<file path="config.mk">
export PLATFORM = sky130hd
export DESIGN_NAME = dac_tx
export DESIGN_NICKNAME = d
export VERILOG_FILES = /design/src/rtl/dac_tx_pkg.sv /design/src/rtl/clk_tick_div.sv /design/src/rtl/dac_tx.sv
export SDC_FILE = /design/constraint.sdc
export NUM_CORES = 1
export LEC_CHECK = 0
export CAP_MARGIN = 10
export CORE_AREA = 2 2 55 70
export DETAILED_ROUTE_END_ITERATION = 10
export DIE_AREA = 0 0 57 72
export PLACE_DENSITY = 0.75
export SLEW_MARGIN = 20
export SYNTH_ARGS = -nofsm -noshare
export SYNTH_HDL_FRONTEND = slang
export SYNTH_SLANG_ARGS = --single-unit
</file>
<file path="constraint.sdc">
create_clock -name clk -period 2 [get_ports clk]
set_input_delay 0.3 -clock clk [delete_from_list [all_inputs] [get_ports clk]]
set_output_delay 0.3 -clock clk [all_outputs]
set_load 0.03 [all_outputs]
</file>
<file path="src/rtl/dac_tx_pkg.sv">
// Shared definitions for the serial DAC transmitter: FSM states, status codes, frame layout.
package dac_tx_pkg;

    localparam int FRAME_BITS = 16;

    typedef enum logic [2:0] {
        ST_IDLE     = 3'd0,
        ST_SHIFT    = 3'd1,
        ST_LATCH_LO = 3'd2,
        ST_LATCH_HI = 3'd3,
        ST_DONE     = 3'd4
    } state_e;

    typedef enum logic [7:0] {
        STAT_IDLE  = 8'h00,
        STAT_SHIFT = 8'h02,
        STAT_SENT  = 8'h03,
        STAT_DONE  = 8'h05
    } status_e;

    typedef logic [FRAME_BITS-1:0] frame_t;

    // Command nibble occupies the top of the frame, sample the low 12 bits.
    function automatic frame_t build_frame(input logic [3:0] ctrl, input logic [11:0] smp);
        return {ctrl, smp};
    endfunction

endpackage

</file>
<file path="src/rtl/clk_tick_div.sv">
// Tick divider: one-clk tick every CLK_DIV clk cycles while en is high; clr restarts the count.
// First tick lands CLK_DIV cycles after clr; no flow control, the counter free-runs while enabled.
module clk_tick_div #(
    parameter int CLK_DIV = 4
) (
    input  logic clk,
    input  logic reset,
    input  logic clr,
    input  logic en,
    output logic tick
);

    localparam int CW = $clog2(CLK_DIV);
    localparam logic [CW-1:0] TERM = CW'(CLK_DIV - 1);

    logic [CW-1:0] cnt_q;
    logic [CW-1:0] cnt_d;

    always_comb begin
        cnt_d = cnt_q;
        if (clr) begin
            cnt_d = '0;
        end else if (en) begin
            cnt_d = (cnt_q == TERM) ? '0 : cnt_q + CW'(1);
        end
    end

    always_ff @(posedge clk or negedge reset) begin
        if (!reset) begin
            cnt_q <= '0;
        end else begin
            cnt_q <= cnt_d;
        end
    end

    assign tick = en && !clr && (cnt_q == TERM);

endmodule

</file>
<file path="src/rtl/dac_tx.sv">
// Serial DAC transmitter: sends {control, data_dac} MSB first under cs, then strobes ldac for one tick.
// Frame takes 34 ticks plus the DONE clk; start_tx is honoured only in IDLE and dropped while busy.
module dac_tx #(
    parameter int CLK_DIV = 4
) (
    input  logic        clk,
    input  logic        reset,
    input  logic        start_tx,
    input  logic [3:0]  control,
    input  logic [11:0] data_dac,
    output logic        busy,
    output logic        done,
    output logic [7:0]  status,
    output logic        cs,
    output logic        sclk,
    output logic        data_out,
    output logic        ldac
);

    import dac_tx_pkg::*;

    localparam int BIT_W = $clog2(FRAME_BITS);
    localparam logic [BIT_W-1:0] LAST_BIT = BIT_W'(FRAME_BITS - 1);

    state_e            state_q,    state_d;
    status_e           status_q,   status_d;
    frame_t            shift_q,    shift_d;
    logic [BIT_W-1:0]  bit_cnt_q,  bit_cnt_d;
    logic              cs_q,       cs_d;
    logic              sclk_q,     sclk_d;
    logic              data_out_q, data_out_d;
    logic              ldac_q,     ldac_d;
    logic              busy_q,     busy_d;
    logic              done_q,     done_d;

    logic              accept;
    logic              tick;
    logic              tick_en;

    assign tick_en = (state_q != ST_IDLE);

    clk_tick_div #(
        .CLK_DIV (CLK_DIV)
    ) u_tick_div (
        .clk   (clk),
        .reset (reset),
        .clr   (accept),
        .en    (tick_en),
        .tick  (tick)
    );

    always_comb begin
        state_d    = state_q;
        status_d   = status_q;
        shift_d    = shift_q;
        bit_cnt_d  = bit_cnt_q;
        cs_d       = cs_q;
        sclk_d     = sclk_q;
        data_out_d = data_out_q;
        ldac_d     = ldac_q;
        busy_d     = busy_q;
        done_d     = 1'b0;
        accept     = 1'b0;

        unique case (state_q)
            ST_IDLE: begin
                if (start_tx) begin
                    accept     = 1'b1;
                    shift_d    = build_frame(control, data_dac);
                    data_out_d = control[3];
                    cs_d       = 1'b0;
                    sclk_d     = 1'b0;
                    bit_cnt_d  = '0;
                    busy_d     = 1'b1;
                    status_d   = STAT_SHIFT;
                    state_d    = ST_SHIFT;
                end
            end

            ST_SHIFT: begin
                if (tick) begin
                    if (!sclk_q) begin
                        sclk_d = 1'b1;
                    end else if (bit_cnt_q == LAST_BIT) begin
                        sclk_d   = 1'b0;
                        cs_d     = 1'b1;
                        status_d = STAT_SENT;
                        state_d  = ST_LATCH_LO;
                    end else begin
                        // Data only moves on the falling half so it is settled for the next rise;
                        // the MSB recirculates into the LSB, which is never transmitted.
                        sclk_d     = 1'b0;
                        shift_d    = {shift_q[FRAME_BITS-2:0], shift_q[FRAME_BITS-1]};
                        data_out_d = shift_q[FRAME_BITS-2];
                        bit_cnt_d  = bit_cnt_q + BIT_W'(1);
                    end
                end
            end

            ST_LATCH_LO: begin
                if (tick) begin
                    ldac_d  = 1'b0;
                    state_d = ST_LATCH_HI;
                end
            end

            ST_LATCH_HI: begin
                if (tick) begin
                    ldac_d   = 1'b1;
                    done_d   = 1'b1;
                    status_d = STAT_DONE;
                    state_d  = ST_DONE;
                end
            end

            ST_DONE: begin
                busy_d   = 1'b0;
                status_d = STAT_IDLE;
                state_d  = ST_IDLE;
            end

            default: begin
                state_d = ST_IDLE;
            end
        endcase
    end

    // Reset is asynchronous so cs deasserts the instant a frame is aborted.
    always_ff @(posedge clk or negedge reset) begin
        if (!reset) begin
            state_q    <= ST_IDLE;
            status_q   <= STAT_IDLE;
            shift_q    <= '0;
            bit_cnt_q  <= '0;
            cs_q       <= 1'b1;
            sclk_q     <= 1'b0;
            data_out_q <= 1'b0;
            ldac_q     <= 1'b1;
            busy_q     <= 1'b0;
            done_q     <= 1'b0;
        end else begin
            state_q    <= state_d;
            status_q   <= status_d;
            shift_q    <= shift_d;
            bit_cnt_q  <= bit_cnt_d;
            cs_q       <= cs_d;
            sclk_q     <= sclk_d;
            data_out_q <= data_out_d;
            ldac_q     <= ldac_d;
            busy_q     <= busy_d;
            done_q     <= done_d;
        end
    end

    assign busy     = busy_q;
    assign done     = done_q;
    assign status   = status_q;
    assign cs       = cs_q;
    assign sclk     = sclk_q;
    assign data_out = data_out_q;
    assign ldac     = ldac_q;

endmodule

</file>
# --- Yosys cells after proc, flatten, opt, wreduce, memory -nomap -nowiden ---
# Index checks and enable logic that the tools add are counted.
word_totals:
  elab_cells: 91
  latch_bits: 0
  inputBits: 19
  ff_bits: 39
  ramBits: 0
  memories: 0
  output_inout_bits: 14
  rom_bits: 0
classes:
  n_mul: 0
  n_div: 0
  add_sub_neg: 2
  n_reduce_logical: 17
  bitwise_logic: 0
  n_mux: 48
  n_lt_le_gt_ge: 0
  shift: 0
  eq_ne: 13
ops:
  columns: ["cell", "count"]
  rows:
  - ["16-bit 2-to-1 mux", 4]
  - ["8-bit 2-to-1 mux", 5]
  - ["16-bit case mux with 2 select lines", 1]
  - ["8-bit case mux with 4 select lines", 1]
  - ["3-bit 2-to-1 mux", 6]
  - ["1-bit 2-to-1 mux", 17]
  - ["4-bit 2-to-1 mux", 4]
  - ["2-bit != test, second input constant", 7]
  - ["3-bit case mux with 4 select lines", 1]
  - ["6-bit AND reduction", 2]
  - ["1-bit case mux with 2 select lines", 5]
  - ["5-bit AND reduction", 2]
  - ["4-bit case mux with 2 select lines", 1]
  - ["2-bit nonzero test", 4]
  - ["3-bit by 2-bit equality test with 1-bit output, second input constant", 2]
  - ["2-bit 2-to-1 mux", 3]
  - ["3-bit AND reduction", 2]
  - ["4-bit by 1-bit adder with 4-bit output, second input constant", 1]
  - ["4-bit equality test, second input constant", 1]
  - ["4-bit nonzero test", 1]
  - ["3-bit by 1-bit equality test with 1-bit output, second input constant", 1]
  - ["3-bit equality test, second input constant", 1]
  - ["3-bit logical NOT", 1]
  - ["3-bit nonzero test", 1]
  - ["5 further kinds", 6]

# --- Depth between registers and ports, before layout ---
logic_depth:
  ltp_word: 7
  mapped_depth: 7
  depth_no_buf: 5

# --- Hierarchy ---
# Synthesis repeated with hierarchy kept, for this count alone.
hier_totals:
  hier_cells: 174
  hier_area_um2: 1859.3
by_module_without_submodules:
  columns: ["mod", "area_each_um2", "instances", "seq_area_each_um2", "cells_each"]
  rows:
  - ["dac_tx", 1751.7, 1, 778.2, 164]
  - ["clk_tick_div", 107.6, 1, 50.0, 10]

# --- Least setup slack after synthesis ---
# Ideal clock, no wire load.
synth_timing:
  path_type: "register to register"
  startpoint: "reg state_q[2]"
  endpoint: "reg status_q[0], in the netlist status[0]"
  stages_incl_launch_ff: 7
  arrival_time_ps: 1578
  setup_ps: 125
  synth_period_minus_slack_ps: 1703
  required_time_ps: 1875
  setup_slack_ps: 297
  n_path_buf: 2
  cell_sequence: "dfrtp_1 > buf_6 > or3b_1 > buf_4 > o32ai_4 > a221o_2 > mux2_4"
synth_via:
  elab_chain_cells: 7
  word_cells_on_any_way: 17
  classes_between: "eq/ne: 8; mux: 2; reduce/logical: 7"
synth_lines:
  columns: ["element", "line", "rtl"]
  rows:
  - ["from (decl)", "dac_tx.sv:25", "state_e state_q, state_d;"]
  - ["from (signal assigned)", "dac_tx.sv:142", "state_q <= state_d;"]
  - ["3-bit logical NOT", "dac_tx.sv:65", "unique case (state_q)"]
  - ["1-bit 2-to-1 mux", "dac_tx.sv:65", null]
  - ["1-bit logical NOT", "clk_tick_div.sv:36", "assign tick = en && !clr && (cnt_q == TERM);"]
  - ["1-bit logical AND (2 in a row)", "clk_tick_div.sv:36", null]
  - ["2-bit != test (no line)", null, null]
  - ["6-bit AND reduction (no line)", null, null]
  - ["to (signal assigned)", "dac_tx.sv:143", "status_q <= status_d;"]
  - ["to (decl)", "dac_tx.sv:26", "status_e status_q, status_d;"]
# Several ways; a longest one is shown, not always the timed one.
# A chain may end at the register's enable or synchronous reset.

# --- Worst setup path in the final report ---
layout_timing:
  startpoint: "reg cs_q, in the netlist cs"
  endpoint: "out cs"
layout_rtl:
  columns: ["element", "line", "rtl"]
  rows:
  - ["from (decl)", "dac_tx.sv:29", "logic cs_q, cs_d;"]
  - ["from (signal assigned)", "dac_tx.sv:146", "cs_q <= cs_d;"]
  - ["to (decl)", "dac_tx.sv:14", "output logic cs,"]
# No word-level cell between the ends.

==> metrics.md <==
| Metric | Value |
|---|---|
| Gr ovfl total | 0 |
| Cell taking the most area after synthesis | dfrtp_1 |
| Clock Latency Late Sink | 0.29 ns |
| Met1 Use GR | 21.8% |
| Die W | 57 microns |
| Initial antenna violation count | 0 |
| Arrival @ worst endpoint | ~1.5 ns |
| Synth area leaders | dfrtp_1 (47%), o221a_1 (11%), nand2_1 (5.5%) |
| Antenna Nets Post-Route | 0 |
| Crit path max fanout | 2 |
| Max Clock Skew | slightly below 0.006 ns |
| GR Layer Usage met2 | between 30% and 40% |
| Starting Density | 47.9% |
| Leakage power | 0.857 nW |
| Max IR drop VDD | 0.00110 V |
| Max Transition Viols Final | 0 |
| DP HPWL | 2310 microns |
| Number of cell rows | 24 |
| Share of the synthesized area in the top cell type | 47.3% |
| Final Setup Violations | 0 |
| Clock Tree Buf Depth | 2 |
| I/O pin total | 33 |
| Diodes inserted | 0 |
| PostCTS Resize Cnt | 0 |
| Seq cells post-synth | 33 |
| Root Buffer | clkbuf_8 |
| Final Hold Vio Count | 0 |
| DR vias | 1257 |
| # H-tree levels | 2 |
| Crit-path cells | clkdlybuf4s50_1 |
| Drt drc | 0 |
| Die Area | 0.00410 sq mm |
| Total track usage | 18.7% |
| Unrepaired setup endpoints after global routing | no |
| Critical path buffers and inverters | 1 |
| Sink Count | 33 |
| Via-per-instance ratio | roughly 5.6 |
| Slowest stage cell, crit path | clkdlybuf4s50_1 |
| CP Class | flop to output port |
| Layout cells sized above 1 | 10.8% |
| Placer Congestion | 0.785 |
| Final net count | 207 |
| Core footprint | 0.00342 sq mm |
| Worst path max stage delay | 0.67 ns |
| Cell family with most CP delay | buffers and inverters |
| Syn-to-layout area delta | 24.4% |
| Total chip power | 3.29 mW |
| Vias in the first global route | 1311 |
| Met3 Use GR | 5.35% |
| First-pass GRT wire length | between 5000 and 6000 microns |
| Syn_area_per_cell | 10.4 sq um |
| Fin crit share | between 90% and 100% |
| Max cap viols | 0 |
| TritonCTS clock tree | built |
| WL/cell | 15.5 microns |
| Hold Crit Class | input port to async pin |
| Ys async rst share | 100% |
| Total wire length | about 3500 microns |
| Hold_buf cts | 0 |
| Post-synth cell types | 38 |
| Crit end category | output port |
| Worst Setup Start Kind | flop |
| GRT Max-Usage Layer | met2 |
| Ys Warns | 0 |
| Port bufs | 27 |
| Fmax | 555 MHz |
| Outcome | completed |
| Pre-Repair DR Iteration Count | 4 |
| Setup Buffers After CTS | 0 |
| Crit path required time | 1.70 ns |
| Cell area after synthesis | 0.00164 sq mm |
| Synth Flop Type | dfrtp_1 |
| Minimum clock period | 1.80 ns |
| 1st-iter DRT viols | 39 |
| Pin count of the biggest net entering global routing | 35 |
| Die Y | 72 microns |
| Pwr dens | 1610 mW/mm^2 |
| Reg clk slew, reported paths | 0.07 ns |
| Mapped Cells | 157 |
| Inserted Clock Buffers | 5 |
| EDFF count, synth | 0 |
| Setup TNS | 0 ns |
| Sequential-to-total area share from yosys stat | between 50% and 60% |
-- where the power goes --
group | leakage (nW) | switching (mW) | internal [mW]
clock network | 0.0540 | 0.248 | 0.362
logic | 0.415 | 0.746 | 0.693
registers | 0.387 | 0.256 | 0.986
total | 0.857 | 1.25 | 2.04
-- layout make-up --
| cell class | count | area (sq um) |
|---|---|---|
| Clock buffer | 5 | 68.8 |
| Sequential cell | 33 | 828 |
| Multi-Input combinational cell | 111 | 723 |
| Inverter | 2 | 7.51 |
| Clock inverter | 2 | 35.0 |
| Fill cell | 309 | 1380 |
| Timing Repair Buffer | 33 | 328 |
| Tap cell | 39 | 48.8 |
-- cells in the mapped netlist, drive strengths merged, types with 2 or more instances --
master,number
a21oi,3
and3,2
buf,13
clkbuf,2
dfrtp,31
dfstp,2
ha,2
inv,2
mux2i,2
nand2,25
nand2b,3
nand3b,2
nand4,2
nor2,19
nor2b,5
o21ai,8
o221a,16
o2bb2ai,2
or3b,2
-- kinds of logic after synthesis --
logic type,after synthesis,synth area share [%]
muxes,3,2.14
DFF,33,50.5
buffers and inverters,17,6.26
xor gates and xnor gates,1,0.534
other,1,0.229
and+or+nand+nor,65,19.0
adders and majority gates,2,1.53
AOI/OAI and AO/OA,35,19.8
-- final timing paths --
check	startpoint	to	slack (ns)	cells past startpoint
worst max-delay path	cs	cs	0.20	1
min in group clk	cs	cs	0.49	2
worst max register to register	state_q[0]	status[0]	0.24	4
worst min-delay path	reset	shift_q[1]	0.41	2
max in group asynchronous	reset	ldac	1.27	2
worst min register to register	cs	cs	0.49	2
-- registers in the layout, indices dropped and copies added, names as in the netlist --
register / cells
status: 3
bit_cnt_q: 4
ldac: 1
shift_q: 16
state_q: 3
u_tick_div.cnt_q: 2
cs: 1
done: 1
sclk: 1
busy: 1
-- cell usage in the layout (no fill, tap or decap), types with 2 or more instances in the layout --
cell type / count
nand4_1: 2
and3_1: 2
dfstp_2: 2
mux2i_1: 2
clkbuf_8: 5
dfrtp_1: 31
conb_1: 5
clkdlybuf4s50_1: 27
buf_4: 5
a21oi_1: 3
nor2_1: 19
or3b_1: 2
ha_1: 2
nand2_1: 24
o221a_1: 16
o2bb2ai_1: 2
o21ai_0: 4
nor2b_1: 5
nand2b_1: 3
o21ai_1: 4
nand3b_1: 2
inv_1: 2
-- metrics by stage --
| stage | utilization, % | cell area (sq um) | worst slack, ns | hold slack [ns] | std cells |
|---|---|---|---|---|---|
| 3_5_place_dp | 56.5 | 1940 | 0.165 | 0.473 | 218 |
| 5_1_grt | 59.6 | 2040 | 0.150 | 0.440 | 225 |
| 2_1_floorplan | - | 1650 | 0.297 | 0.00441 | 161 |
| 3_3_place_gp | 56.5 | 1940 | 0.188 | 0.474 | 218 |
| 6_report | 59.6 | 2040 | 0.197 | 0.406 | 225 |
| 4_1_cts | 59.6 | 2040 | 0.193 | 0.418 | 225 |
-- layer usage --
| metal | part of all wire (%) | routed length [microns] |
|---|---|---|
| met5 | 0 | 0 |
| met3 | 4.1 | 144 |
| met4 | 1.8 | 61 |
| met1 | 43 | 1500 |
| met2 | 51 | 1780 |
(Power assumes the default switching activity.)
